## config.mk

```make
export PLATFORM = sky130hd
export DESIGN_NAME = stream_mux_rr_flat
export DESIGN_NICKNAME = d
export VERILOG_FILES = /design/src/rtl/stream_mux_rr_if.sv /design/src/rtl/stream_mux_rr.sv /design/src/flat_wrapper.sv
export SDC_FILE = /design/constraint.sdc
export NUM_CORES = 1
export LEC_CHECK = 0
export CAP_MARGIN = 10
export CORE_MARGIN = 4
export CORE_UTILIZATION = 36
export CTS_CLUSTER_SIZE = 40
export DETAILED_ROUTE_END_ITERATION = 12
export PLACE_DENSITY = 0.74
export REMOVE_ABC_BUFFERS = 1
export SKIP_LAST_GASP = 1
export SLEW_MARGIN = 10
export SYNTH_ARGS = -nofsm -noshare
export SYNTH_HDL_FRONTEND = slang
export SYNTH_SLANG_ARGS = --single-unit
```

## constraint.sdc

```tcl
create_clock -name clk -period 2.1 [get_ports clk]
set_input_delay 0.42 -clock clk [delete_from_list [all_inputs] [get_ports clk]]
set_output_delay 0.42 -clock clk [all_outputs]
set_load 0.01 [all_outputs]
```

## src/rtl/stream_mux_rr_if.sv

```systemverilog
// Stream bundle between N_CH producers, the mux, and one consumer.
// The slave modport is the mux side; master is the producer/consumer side.
interface stream_mux_rr_if #(
  parameter int N_CH = 4,
  parameter int W    = 4
);
    localparam int SEL_W = $clog2(N_CH);

    logic [N_CH-1:0]   in_valid;
    logic [N_CH-1:0]   in_ready;
    logic [N_CH*W-1:0] in_data;
    logic              out_valid;
    logic              out_ready;
    logic [W-1:0]      out_data;
    logic [SEL_W-1:0]  out_ch;

    modport slave (
        input  in_valid, in_data, out_ready,
        output in_ready, out_valid, out_data, out_ch
    );

    modport master (
        output in_valid, in_data, out_ready,
        input  in_ready, out_valid, out_data, out_ch
    );
endinterface

```

## src/rtl/stream_mux_rr.sv

```systemverilog
// N-channel valid/ready stream mux: fixed-select or round-robin grant,
// followed by a single output register that holds under backpressure.
module stream_mux_rr #(
    parameter  int N_CH  = 4,
    parameter  int W     = 4,
    localparam int SEL_W = $clog2(N_CH)
) (
    input  logic             clk,
    input  logic             rst_n,
    input  logic             mode,
    input  logic [SEL_W-1:0] sel,
    stream_mux_rr_if.slave   bus
);
    localparam int PAD_N = 1 << SEL_W;

    logic [N_CH-1:0][W-1:0] ch_data;
    logic [PAD_N-1:0]       vld_pad;
    logic                   load_en;
    logic                   gnt_vld;
    logic [SEL_W-1:0]       gnt_idx;
    logic [N_CH-1:0]        in_ready_c;
    int                     idx;

    logic             out_valid_q, out_valid_d;
    logic [W-1:0]     out_data_q,  out_data_d;
    logic [SEL_W-1:0] out_ch_q,    out_ch_d;
    logic [SEL_W-1:0] ptr_q,       ptr_d;

    for (genvar i = 0; i < N_CH; i++) begin : g_unpack
        assign ch_data[i] = bus.in_data[i*W +: W];
    end

    assign load_en = !out_valid_q || bus.out_ready;

    // Padding in_valid up to a power of two makes an out-of-range sel read a 0.
    always_comb begin
        vld_pad           = '0;
        vld_pad[N_CH-1:0] = bus.in_valid;
    end

    always_comb begin
        gnt_vld = 1'b0;
        gnt_idx = '0;
        idx     = 0;
        if (rst_n) begin
            if (!mode) begin
                gnt_vld = vld_pad[sel];
                gnt_idx = sel;
            end else begin
                for (int k = 0; k < N_CH; k++) begin
                    idx = (int'(ptr_q) + k) % N_CH;
                    if (!gnt_vld && bus.in_valid[idx]) begin
                        gnt_vld = 1'b1;
                        gnt_idx = SEL_W'(idx);
                    end
                end
            end
        end
    end

    always_comb begin
        in_ready_c = '0;
        for (int i = 0; i < N_CH; i++)
            in_ready_c[i] = load_en && gnt_vld && (gnt_idx == SEL_W'(i));
    end

    always_comb begin
        out_valid_d = out_valid_q;
        out_data_d  = out_data_q;
        out_ch_d    = out_ch_q;
        ptr_d       = ptr_q;
        if (load_en) begin
            out_valid_d = gnt_vld;
            if (gnt_vld) begin
                out_data_d = ch_data[gnt_idx];
                out_ch_d   = gnt_idx;
                if (mode)
                    ptr_d = (gnt_idx == SEL_W'(N_CH-1)) ? '0 : gnt_idx + 1'b1;
            end
        end
    end

    always_ff @(posedge clk or negedge rst_n) begin
        if (!rst_n) begin
            out_valid_q <= 1'b0;
            out_data_q  <= '0;
            out_ch_q    <= '0;
            ptr_q       <= '0;
        end else begin
            out_valid_q <= out_valid_d;
            out_data_q  <= out_data_d;
            out_ch_q    <= out_ch_d;
            ptr_q       <= ptr_d;
        end
    end

    assign bus.in_ready  = in_ready_c;
    assign bus.out_valid = out_valid_q;
    assign bus.out_data  = out_data_q;
    assign bus.out_ch    = out_ch_q;
endmodule
```

## src/flat_wrapper.sv

```systemverilog
// flat-port wrapper written by rule: the top's interface ports become plain ports
module stream_mux_rr_flat 
#(
    parameter  int N_CH  = 4,
    parameter  int W     = 4,
    localparam int SEL_W = $clog2(N_CH)
)
  (clk, rst_n, mode, sel, bus_in_valid, bus_in_data, bus_out_ready, bus_in_ready, bus_out_valid, bus_out_data, bus_out_ch);
  stream_mux_rr_if #(.N_CH(N_CH), .W(W)) bus_i ();
  input  logic clk;
  input  logic rst_n;
  input  logic mode;
  input  logic [SEL_W-1:0] sel;
  input wire logic [$bits(bus_i.in_valid)-1:0] bus_in_valid;
  input wire logic [$bits(bus_i.in_data)-1:0] bus_in_data;
  input wire logic [$bits(bus_i.out_ready)-1:0] bus_out_ready;
  output wire logic [$bits(bus_i.in_ready)-1:0] bus_in_ready;
  output wire logic [$bits(bus_i.out_valid)-1:0] bus_out_valid;
  output wire logic [$bits(bus_i.out_data)-1:0] bus_out_data;
  output wire logic [$bits(bus_i.out_ch)-1:0] bus_out_ch;
  assign bus_i.in_valid = bus_in_valid;
  assign bus_i.in_data = bus_in_data;
  assign bus_i.out_ready = bus_out_ready;
  assign bus_in_ready = bus_i.in_ready;
  assign bus_out_valid = bus_i.out_valid;
  assign bus_out_data = bus_i.out_data;
  assign bus_out_ch = bus_i.out_ch;
  stream_mux_rr #(.N_CH(N_CH), .W(W)) u_core (.clk(clk), .rst_n(rst_n), .mode(mode), .sel(sel), .bus(bus_i));
endmodule
```

; ---- Word-level counts from Yosys, hierarchy flattened
; Index checks and enable logic that the tools add are counted.
[op_classes]
add_sub_neg = 4
order_cmp = 6
n_eq_ne = 3
muxes = 34
bitwise = 3
n_reduce_logical = 19
[ops]
columns = op, count
row1 = two-way mux 1 bit, 20
row2 = two-way mux 2 bit, 7
row3 = < comparator 3 x 4 -> 1 bit (second input constant), 3
row4 = binary-select mux 1 bit (select 2 bit), 5
row5 = < comparator 2 x 3 -> 1 bit (second input constant), 3
row6 = binary-select mux 4 bit (select 2 bit), 1
row7 = logical AND 1 bit, 8
row8 = OR reduction 2 bit, 3
row9 = adder 2 x 1 -> 2 bit (second input constant), 2
row10 = adder 2 bit (second input constant), 2
row11 = == test 2 bit (second input constant), 2
row12 = logical NOT 1 bit, 4
row13 = two-way mux 4 bit, 1
row14 = AND 1 bit (first input constant), 3
row15 = AND reduction 3 bit, 1
row16 = == test 2 x 1 -> 1 bit (second input constant), 1
row17 = logical NOT 2 bit, 1
row18 = AND reduction 2 bit, 1
row19 = logical OR 1 bit, 1
[totals]
register_bits = 9
in_bits = 26
output_inout_bits = 11
elab_cells = 73

; ---- Depth between registers and ports, before layout
; Gate-level depths: netlist of run 1.
[logic_depth]
word_depth = 22
depth_mapped = 8
ltp_nobuf = 8

; ---- Least setup slack after synthesis of run 1
; No wires, ideal clock.
[synth_timing]
path_type = input to output
from = input bus_in_valid[0]
to = output bus_in_ready[2]
arrival_time_ps = 1534
path_slack_ps = 146
cell_stages = 8
path_cell_list = nor3b_1 > a211oi_1 > o221ai_2 > o21ai_4 > nor2_4 > inv_6 > ha_1 > and2_1
[synth_between]
elab_chain_len = 22
word_cells_on_any_way = 40
[synth_lines]
columns = item, line_no
row1 = start: declaration, flat_wrapper.sv:14  ; input wire logic [$bits(bus_i.in_valid)-1:0] bus_in_valid;
row2 = binary-select mux 1 bit (select 2 bit), stream_mux_rr.sv:52  ; if (!gnt_vld && bus.in_valid[idx]) begin
row3 = two-way mux 1 bit (implied by the code), stream_mux_rr.sv:52
row4 = two-way mux 1 bit, stream_mux_rr.sv:52
row5 = two-way mux 1 bit, stream_mux_rr.sv:46  ; if (!mode) begin
row6 = two-way mux 1 bit, stream_mux_rr.sv:45  ; if (rst_n) begin
row7 = logical NOT 1 bit, stream_mux_rr.sv:52
row8 = logical AND 1 bit, stream_mux_rr.sv:52
row9 = two-way mux 1 bit, stream_mux_rr.sv:52
row10 = [7 not listed], -
row11 = logical NOT 1 bit, stream_mux_rr.sv:52
row12 = logical AND 1 bit, stream_mux_rr.sv:52
row13 = two-way mux 2 bit (*), stream_mux_rr.sv:52
row14 = two-way mux 2 bit (*), stream_mux_rr.sv:46
row15 = two-way mux 2 bit (*), stream_mux_rr.sv:45
row16 = net u_core.gnt_idx[0], stream_mux_rr.sv:20  ; logic [SEL_W-1:0] gnt_idx;
row17 = == test 2 bit (*), stream_mux_rr.sv:64  ; in_ready_c[i] = load_en && gnt_vld && (gnt_idx == SEL_W'(i));
row18 = logical AND 1 bit (*), stream_mux_rr.sv:64
row19 = end: declaration, flat_wrapper.sv:17  ; output wire logic [$bits(bus_i.in_ready)-1:0] bus_in_ready;
; Mark *: on every way through the listed nets, which the timed path passes. The rest lies on a longest branch. The select of a mux whose other input is x is not followed.

; ---- Final worst setup path of run 1
[layout_timing]
from = input bus_in_valid[0]
to = output bus_in_ready[0]
[layout_between]
elab_chain_len = 22
word_cells_on_any_way = 40
[layout_lines]
columns = item, line_no
row1 = binary-select mux 1 bit (select 2 bit), stream_mux_rr.sv:52
row2 = two-way mux 1 bit (implied by the code), stream_mux_rr.sv:52
row3 = two-way mux 1 bit, stream_mux_rr.sv:52
row4 = two-way mux 1 bit, stream_mux_rr.sv:46
row5 = two-way mux 1 bit, stream_mux_rr.sv:45
row6 = logical NOT 1 bit, stream_mux_rr.sv:52
row7 = logical AND 1 bit, stream_mux_rr.sv:52
row8 = two-way mux 1 bit, stream_mux_rr.sv:52
row9 = [7 not listed], -
row10 = logical NOT 1 bit, stream_mux_rr.sv:52
row11 = logical AND 1 bit, stream_mux_rr.sv:52
row12 = two-way mux 2 bit (*), stream_mux_rr.sv:52
row13 = two-way mux 2 bit (*), stream_mux_rr.sv:46
row14 = two-way mux 2 bit (*), stream_mux_rr.sv:45
row15 = net u_core.gnt_idx[0], stream_mux_rr.sv:20
row16 = logical NOT 2 bit (*), stream_mux_rr.sv:64
row17 = logical AND 1 bit (*), stream_mux_rr.sv:64
; Marks and branches as above.

==> metrics, run 1 <==
status finished with violations; failing checks negative setup slack; actual slew at the worst max-slew pin around 190 ps; # clock sinks 9; busiest grt layer met2; CTS tree yes; Core Footprint around 0.0018 mm2; worst skew pair latency roughly 240 ps; hold_buf cts 0; # DRC 0; total power draw between 0.8 and 0.9 mW; cell count after synthesis between 70 and 80; Fmax around 0.43 GHz; met1 global-route usage around 26%; Worst R2R Setup Slack about 210 ps; Post-Syn Area roughly 720 um2; RSZ-0062 raised after global routing yes; CTS H-Tree Depth 1; Fin. Hold Viols 0; Synth top area share 31.4%; n_diodes 0; Crit Path Max Fanout 5; Reg area around 230 um2; Util after Layout between 70% and 80%; Hold Worst Slack roughly 470 ps; Clock Root Buffer clkbuf_4; Multi-input gate area 528 um2; global-route wire length before repair 3700 um; final RePlAce weighted congestion 0.808; vias in the first global route around 730; DRT antenna net count 0; Avg Inst Size Synth roughly 9.8 um2; Starting Density 39.8%; slew margin rel. between 80% and 90%; TritonRoute pass-1 iters 4; Seq cells post-synth 9; post-DP HPWL between 1500 and 2000 um; Worst EP arrival ~1900 ps; Seq/Total Area, Yosys a little under a third; post-layout minimum cycle time 2330 ps; area leader, netlist dfrtp_1; most frequent cells in the layout clkdlybuf4s50_1, buf_4, nand2_1; Final WS setup -228 ps; fillers 150; initial antenna violation count 0; pwr/cell area a little over 600 mW/mm2; top post-synthesis cells by area dfrtp_1, mux2i_1, ha_1; leakage power 0.609 nW; Longest Clk Path Bufs 2; Max Slew Vio Count 0; Max-cap violations 0; clock skew between 0.2 and 0.3 ps; hold path start u_core.bus.out_ch[1]$_DFFE_PN0P_; TritonCTS Buffers 3; commonest non-fill, non-tap cell in the layout clkdlybuf4s50_1; routed vias about 770; vias per cell 4.93; Reg clk slew, reported paths 50 ps; row cnt 15; die width roughly 53 um; CP endpoint kind output pin; Cell variety after synth 28; I/O pins 37; worst hold path endpoint u_core.bus.out_ch[1]$_DFFE_PN0P_; met3 usage between 1.5 and 2%; gr usage total roughly 18%; FF-to-FF Start u_core.ptr_q[1]$_DFFE_PN0P_; VDD IR-drop max about 0.00063 V; kind of critical path in -> out; Synth Warn # 0; die area roughly 0.0028 mm2; met2 Track Usage GR ~29%; Required @ worst endpoint roughly 1700 ps; Worst Reg2Reg Path Length in Cells 9; largest net degree at the start of global routing 11; Die H 52.6 um; share of layout cells above drive strength 1 38.2%; Crit Reg-Reg Endpoint u_core.bus.out_data[1]$_DFFE_PN0P_; Routed Wire Length 2330 um; Area growth, synth to finish 83.8%; CP Launch Type primary input; Hold WC Path Type reg -> reg; 1st-iter DRT viols 9; final setup violating endpoints 4; period utilization 111%; post-detailed-route wirelength per cell approximately 15 um; I/O Buffers 36; Final #Nets between 150 and 200; GR Overflow Total 0; hold path cells 2
## metrics by stage
step	area, um2	worst slack, ps	TNS [ps]	cells
after global placement	1210	-875	-5980	148
after CTS	1290	-220	-829	155
after detailed placement	1210	-910	-6300	148
final	1320	-228	-781	156
after global routing	1320	-301	-1110	156
after floorplan	709	146	0	72
## cell usage after synthesis, drive strengths merged
library cell	instances
a211oi	2
a21boi	1
a21oi	1
and2	5
and3b	1
clkbuf	1
dfrtp	9
ha	4
inv	5
mux2	2
mux2i	8
mux4	1
nand2	12
nand2b	2
nand3	1
nand3b	1
nor2	3
nor3b	2
o2111a	1
o2111ai	1
o21ai	3
o221ai	5
o22ai	1
or2b	1
## how the worst max path moves through the flow
| stage | startpoint | to | cells past startpoint |
|---|---|---|---|
| after global placement | bus_in_valid[3] | bus_in_ready[2] | 10 |
| after CTS | u_core.ptr_q[1]$_DFFE_PN0P_ | bus_in_ready[0] | 9 |
| after global routing | u_core.ptr_q[1]$_DFFE_PN0P_ | bus_in_ready[0] | 9 |
| after detailed placement | bus_in_valid[3] | bus_in_ready[1] | 9 |
| after floorplan | bus_in_valid[0] | bus_in_ready[2] | 8 |
| final | bus_in_valid[0] | bus_in_ready[0] | 10 |
## cell type report
class | count | area share, %
clock buffers | 4 | 1.99
inverters | 5 | 1.99
multi-input cells | 58 | 40.1
flip-flops and latches | 9 | 17.2
well taps | 25 | 2.37
repair buffers | 55 | 36.4
## metal layers
| metal | up-vias | wire (um) |
|---|---|---|
| met5 | - | 0 |
| met2 | 16 | 1190 |
| li1 | 387 | - |
| met1 | 362 | 1020 |
| met4 | 0 | 38 |
| met3 | 4 | 79 |
## flip-flops by register name (all words and copies together), names as in the netlist
name,cells
u_core.bus.out_data,4
u_core.bus.out_ch,2
u_core.ptr_q,2
u_core.bus.out_valid,1
## where the power goes
group | switching, mW | internal [mW]
combinational | 0.182 | 0.252
sequential | 0.0364 | 0.219
clock | 0.0490 | 0.0725
total | 0.267 | 0.544
## critical path: stages
cell and delay (ps):
clkdlybuf4s15_2 240, nor3b_4 230, a211oi_2 80, o221ai_2 220, o21ai_4 100, nor2_4 160, inv_6 60, ha_4 140
and2_1 120, buf_2 130
## cells by family (layout without fill, tap and decap cells)
kind of cell | count (synthesis) | in the layout | share of synthesized area, %
AO/OA/AOI/OAI | 15 | 15 | 18.1
adder cells (fa/ha/maj) | 4 | 4 | 6.98
buffers and inverters | 6 | 64 | 4.36
flip-flops | 9 | 9 | 31.4
multiplexers | 11 | 11 | 18.0
AND/OR/NAND/NOR | 28 | 28 | 21.1
## what timing repair did
| action | CTS | global route |
|---|---|---|
| endpoints found under the hold margin | 0 | 0 |
| endpoints found under the setup margin | 11 | 4 |
| resized for setup | 52 | 5 |
| pin swaps | 9 | 6 |
| buffers inserted | 3 | 1 |
No activity file was read; power rests on OpenSTA's default activity.
==> inputs of run 2 (changes only) <==
--- a/config.mk
+++ b/config.mk
@@ -6,7 +6,6 @@
 export NUM_CORES = 1
 export LEC_CHECK = 0
 export CAP_MARGIN = 10
-export CORE_MARGIN = 4
 export CORE_UTILIZATION = 36
 export CTS_CLUSTER_SIZE = 40
 export DETAILED_ROUTE_END_ITERATION = 12
==> run 2 against run 1 <==
Compared with the run above:
- the run still ends with negative setup slack left
- fmax grew 1.6%
- cell area down 0.19%
- clock skew barely moved
- total power decreased by 1.8%
- setup slack better by 37 ps
- largest cell class unchanged
- largest power group unchanged
==> metrics, run 2 (synthesized netlist as in run 1, its figures left out) <==
TritonCTS Buffers 3; CTS tree yes; n_diodes 0; hold_buf cts 0; final setup violating endpoints 4; vias per cell 4.81; fillers around 150; Worst path slowest cell dfrtp_2; combinational share of power a little over half; cell family with most CP delay compound AO/OA/AOI/OAI gates; Reg clk slew, reported paths about 50 ps; Multi-input gate area between 500 and 600 um2; slowest stage delay, CP between 400 and 500 ps; Finished Layout Cells between 150 and 200; status finished with violations; Longest Clk Path Bufs 2; # DRC 0; Die H ~47 um; CP Launch Type flop; DRT antenna net count 0; Crit Path Max Fanout 6; Worst EP arrival about 1900 ps; TritonRoute pass-1 iters 4; dpl cells 148; Final WS setup -192 ps; I/O Buffers 36; I/O pins 37; CP endpoint kind output pin; die width approximately 47 um; Final #Nets ~160; slew margin rel. ~86%; Reg area between 200 and 250 um2; Fin. Hold Viols 0; share of layout cells above drive strength 1 between 40% and 50%; failing checks negative setup slack; Max-cap violations 0; Starting Density between 30% and 40%; Required @ worst endpoint between 1500 and 2000 ps; Seq pwr share approximately a third; 1st-iter DRT viols 5; Hold WC Path Type reg -> reg; setup TNS -718 ps; final RePlAce weighted congestion 0.831; Clock Root Buffer clkbuf_4; vias in the first global route between 700 and 800; Routed Wire Length roughly 2200 um; Fmax 0.436 GHz; RSZ-0062 raised after global routing yes; gr usage total between 20% and 30%; largest net degree at the start of global routing 11; Max Slew Vio Count 0; critical path, cell by cell a21boi_2 > a211oi_2 > o221ai_2 > o21ai_4 > nor2_4 > inv_6 > ha_4 > and2_4 > buf_6; buffers plus inverters on the worst setup path 2; most frequent cells in the layout clkdlybuf4s50_1, buf_4, nand2_1; # clock sinks 9; die area approximately 0.0022 mm2; switching power of the nets between 0.2 and 0.3 mW; worst skew pair latency about 250 ps; max reg flops 4; Area growth, synth to finish 83.4%; row cnt 15; pwr/cell area around 610 mW/mm2; P_int roughly 0.53 mW; kind of critical path reg -> out; actual slew at the worst max-slew pin about 200 ps; switch share about a third; CTS H-Tree Depth 1; Core Footprint around 0.0018 mm2; commonest non-fill, non-tap cell in the layout clkdlybuf4s50_1; clock skew ~0.21 ps; post-layout minimum cycle time between 2000 and 2500 ps; post-detailed-route wirelength per cell 13.9 um; post-DP HPWL about 1700 um; leakage power 0.599 nW; GR Overflow Total 0; global-route wire length before repair 3360 um; VDD IR-drop max 0.000528 V; period utilization 109%; initial antenna violation count 0; clock power share between 15 and 20%; routed vias around 750
run 2: changes by cell type in the layout (fill, tap and decap cells not counted), sizes merged:
cell           delta
clkdlybuf4s15     +2
buf               -1
dlygate4sd2       -1
run 2: cell type report:
class | instances | area share [%]
inverters | 5 | 2.00
clock buffers | 4 | 2.00
well taps | 25 | 2.38
flip-flops and latches | 9 | 17.2
multi-input cells | 58 | 39.6
repair buffers | 55 | 36.8
run 2: timing repair:
action,4_1_cts,5_1_grt
setup endpoints to repair,10,4
gates resized for setup,55,2
pin swaps,8,3
setup buffers,4,0
run 2: through the flow:
| step | util, % | worst slack (ps) | hold WS, ps | total power, mW | cell area [um2] |
|---|---|---|---|---|---|
| 5_1_grt | 73.0 | -317 | 504 | 0.852 | 1320 |
| 4_1_cts | 72.6 | -222 | 481 | 0.793 | 1310 |
| 6_report | 73.0 | -192 | 477 | 0.797 | 1320 |
| 3_3_place_gp | 67.4 | -855 | 462 | 0.616 | 1210 |
| 3_5_place_dp | 67.4 | -888 | 466 | 0.626 | 1210 |
| 2_1_floorplan | - | 146 | 124 | 0.412 | 709 |
run 2: final timing paths:
kind / from / end / slack (ps) / depth (start not counted)
min: u_core.bus.out_ch[1]$_DFFE_PN0P_ / u_core.bus.out_ch[1]$_DFFE_PN0P_ / 480 / 2
max in group asynchronous: rst_n / u_core.ptr_q[1]$_DFFE_PN0P_ / 1320 / 3
min reg2reg: u_core.bus.out_ch[1]$_DFFE_PN0P_ / u_core.bus.out_ch[1]$_DFFE_PN0P_ / 480 / 2
max: u_core.ptr_q[1]$_DFFE_PN0P_ / bus_in_ready[2] / -190 / 9
min in group asynchronous: rst_n / u_core.bus.out_data[1]$_DFFE_PN0P_ / 630 / 3
max reg2reg: u_core.ptr_q[1]$_DFFE_PN0P_ / u_core.bus.out_data[3]$_DFFE_PN0P_ / 190 / 9
run 2: metal layers:
metal / vias up / wire length [um] / global-route usage (%)
met1: 344 / 995 / 29.2
li1: 386 / - / -
met5: - / 0 / 0
met3: 2 / 69 / 3.92
met4: 0 / 8 / 11.4
met2: 19 / 1090 / 36.4
run 2: power by group through the flow:
stage | clock [mW] | combinational [mW] | sequential [mW]
finish | 0.122 | 0.414 | 0.261
global route | 0.136 | 0.450 | 0.267
CTS | 0.130 | 0.407 | 0.256
detailed placement | 0 | 0.369 | 0.257
global placement | 0 | 0.362 | 0.254
floorplan | 0 | 0.147 | 0.265
run 2: tightest hold or removal path, delay by kind of cell, from the launching register on:
kind             cells  cell delay [ps]
DFF                  1              340
and+or+nand+nor      2              100
==> inputs of run 3 (changes only) <==
--- a/config.mk
+++ b/config.mk
@@ -6,10 +6,10 @@
 export NUM_CORES = 1
 export LEC_CHECK = 0
 export CAP_MARGIN = 10
-export CORE_UTILIZATION = 36
+export CORE_UTILIZATION = 39
 export CTS_CLUSTER_SIZE = 40
 export DETAILED_ROUTE_END_ITERATION = 12
-export PLACE_DENSITY = 0.74
+export PLACE_DENSITY = 0.79
 export REMOVE_ABC_BUFFERS = 1
 export SKIP_LAST_GASP = 1
 export SLEW_MARGIN = 10
==> constraint.sdc (replaced) <==
create_clock -name clk -period 2.35 [get_ports clk]
set_input_delay 0.47 -clock clk [delete_from_list [all_inputs] [get_ports clk]]
set_output_delay 0.47 -clock clk [all_outputs]
set_load 0.01 [all_outputs]
==> run 3 against run 2 <==
Compared with the run above:
- the flow still finishes with violations (negative setup slack)
- cell area rose by 3.5%
- highest routed layer unchanged
- largest power group unchanged
- sequential share of layout area fell by 0.59 points
- sequential power fell by 13%
==> metrics, run 3 (synthesized netlist as in run 1, its figures left out) <==
vias in the first global route just over 800; VDD IR-drop max ~0.00044 V; failing checks negative setup slack; final RePlAce weighted congestion ~0.84; CTS tree yes; Final Cell Area 0.00136 mm2; TritonCTS Buffers 3; max reg flops 4; Routed Wire Length 2480 um; Crit Path Max Fanout 5; initial antenna violation count 0; Util after Layout 78.8%; Final WS setup -108 ps; n_diodes 0; row cnt 15; DRT antenna net count 0; Die H 44.9 um; # DRC 0; fillers between 100 and 150; final setup violating endpoints 4; worst skew pair latency ~250 ps; Reg clk slew, reported paths 60 ps; GR Overflow Total 0; period utilization 105%; Max Slew Vio Count 0; kind of critical path in -> out; 1st-iter DRT viols 30; Hold WC Path Type reg -> reg; CTS H-Tree Depth 1; slowest stage delay, CP ~540 ps; Worst R2R Setup Slack about 340 ps; CP Launch Point sel[1]; pwr/cell area ~540 mW/mm2; Longest Clk Path Bufs 2; Fmax approximately 0.4 GHz; hold path start u_core.bus.out_ch[0]$_DFFE_PN0P_; die width around 45 um; Worst Reg2Reg Path Length in Cells 11; routed vias 840; post-layout minimum cycle time approximately 2500 ps; FF-to-FF Start u_core.ptr_q[1]$_DFFE_PN0P_; cell family with most CP delay buffers and inverters; post-detailed-route wirelength per cell around 15 um; RSZ-0062 raised after global routing yes; dpl cells ~150; CP Depth 5; post-DP HPWL 1720 um; Worst path slowest cell clkdlybuf4s50_1; I/O Buffers 36; # clock sinks 9; vias per cell 5.09; global-route wire length before repair approximately 3800 um; share of layout cells above drive strength 1 40.7%; slew margin rel. around 86%; largest net degree at the start of global routing 9; gr usage total roughly a quarter; dpl ws -749 ps; Final #Nets roughly 170; CP Launch Type primary input; clock skew approximately 1.6 ps; status finished with violations; I/O pins 37; Clock Root Buffer clkbuf_4; CP endpoint kind output pin; most frequent cells in the layout clkdlybuf4s50_1, buf_4, nand2_1; leakage power around 0.64 nW; buffers plus inverters on the worst setup path 2; Finished Layout Cells between 150 and 200; Fin. Hold Viols 0; die area 0.00201 mm2; Hold Worst Slack between 400 and 500 ps; Worst EP arrival between 1500 and 2000 ps; Core Footprint between 0.0015 and 0.002 mm2; Area after DPL roughly 0.0013 mm2; critical path, cell by cell clkdlybuf4s50_1 > mux4_2 > o2111a_1 > and2_1 > buf_2; actual slew at the worst max-slew pin roughly 220 ps; Max-cap violations 0; Starting Density about two fifths; Required @ worst endpoint between 1500 and 2000 ps; TritonRoute pass-1 iters 4; Area growth, synth to finish 89.9%; Crit Reg-Reg Endpoint u_core.bus.out_data[1]$_DFFE_PN0P_; Setup crit end bus_in_ready[0]
run 3: stage by stage:
step	total power [mW]	setup TNS, ps
after global routing	0.778	-583
final	0.735	-389
after detailed placement	0.566	-4130
after floorplan	0.368	0
after global placement	0.556	-3860
after CTS	0.728	-215
run 3: final cells by class:
type	count	area, um2	area share [%]
timing repair buffer	64	542	39.8
multi-input combinational	58	512	37.6
sequential	9	226	16.6
tap	25	31.3	2.30
clock buffer	4	26.3	1.93
inverter	5	23.8	1.75
run 3: where the power goes:
part	total (mW)	internal, mW	switching (mW)
logic	0.396	0.233	0.164
registers	0.226	0.196	0.0300
clock network	0.114	0.0651	0.0484
total	0.735	0.493	0.242
run 3: tightest hold or removal path, cell delays in order, from the launching register on:
cell and delay (ps):
dfrtp_1 340, nand2_1 50, o21ai_0 60
run 3: timing repair:
action,CTS,global route
pin swaps,9,1
endpoints found under the setup margin,6,4
hold buffers,0,0
gates resized for setup,51,1
setup buffers,8,0
run 3: layer usage:
layer  GRT usage [%]  vias to the layer above  routed length, um
li1                -                      403                  -
met1            34.1                      407               1080
met2            45.3                       26               1230
met3            4.00                        4                120
met4            10.9                        0                 45
met5               0                        -                  0
run 3: worst min path at each step:
stage,to,slack (ps),cells after the start
finish,u_core.bus.out_ch[0]$_DFFE_PN0P_,480,2
floorplan,u_core.bus.out_ch[0]$_DFFE_PN0P_,170,0
detailed placement,u_core.bus.out_ch[1]$_DFFE_PN0P_,470,2
global placement,u_core.bus.out_ch[1]$_DFFE_PN0P_,460,2
global route,u_core.bus.out_ch[0]$_DFFE_PN0P_,500,2
CTS,u_core.bus.out_ch[0]$_DFFE_PN0P_,490,2
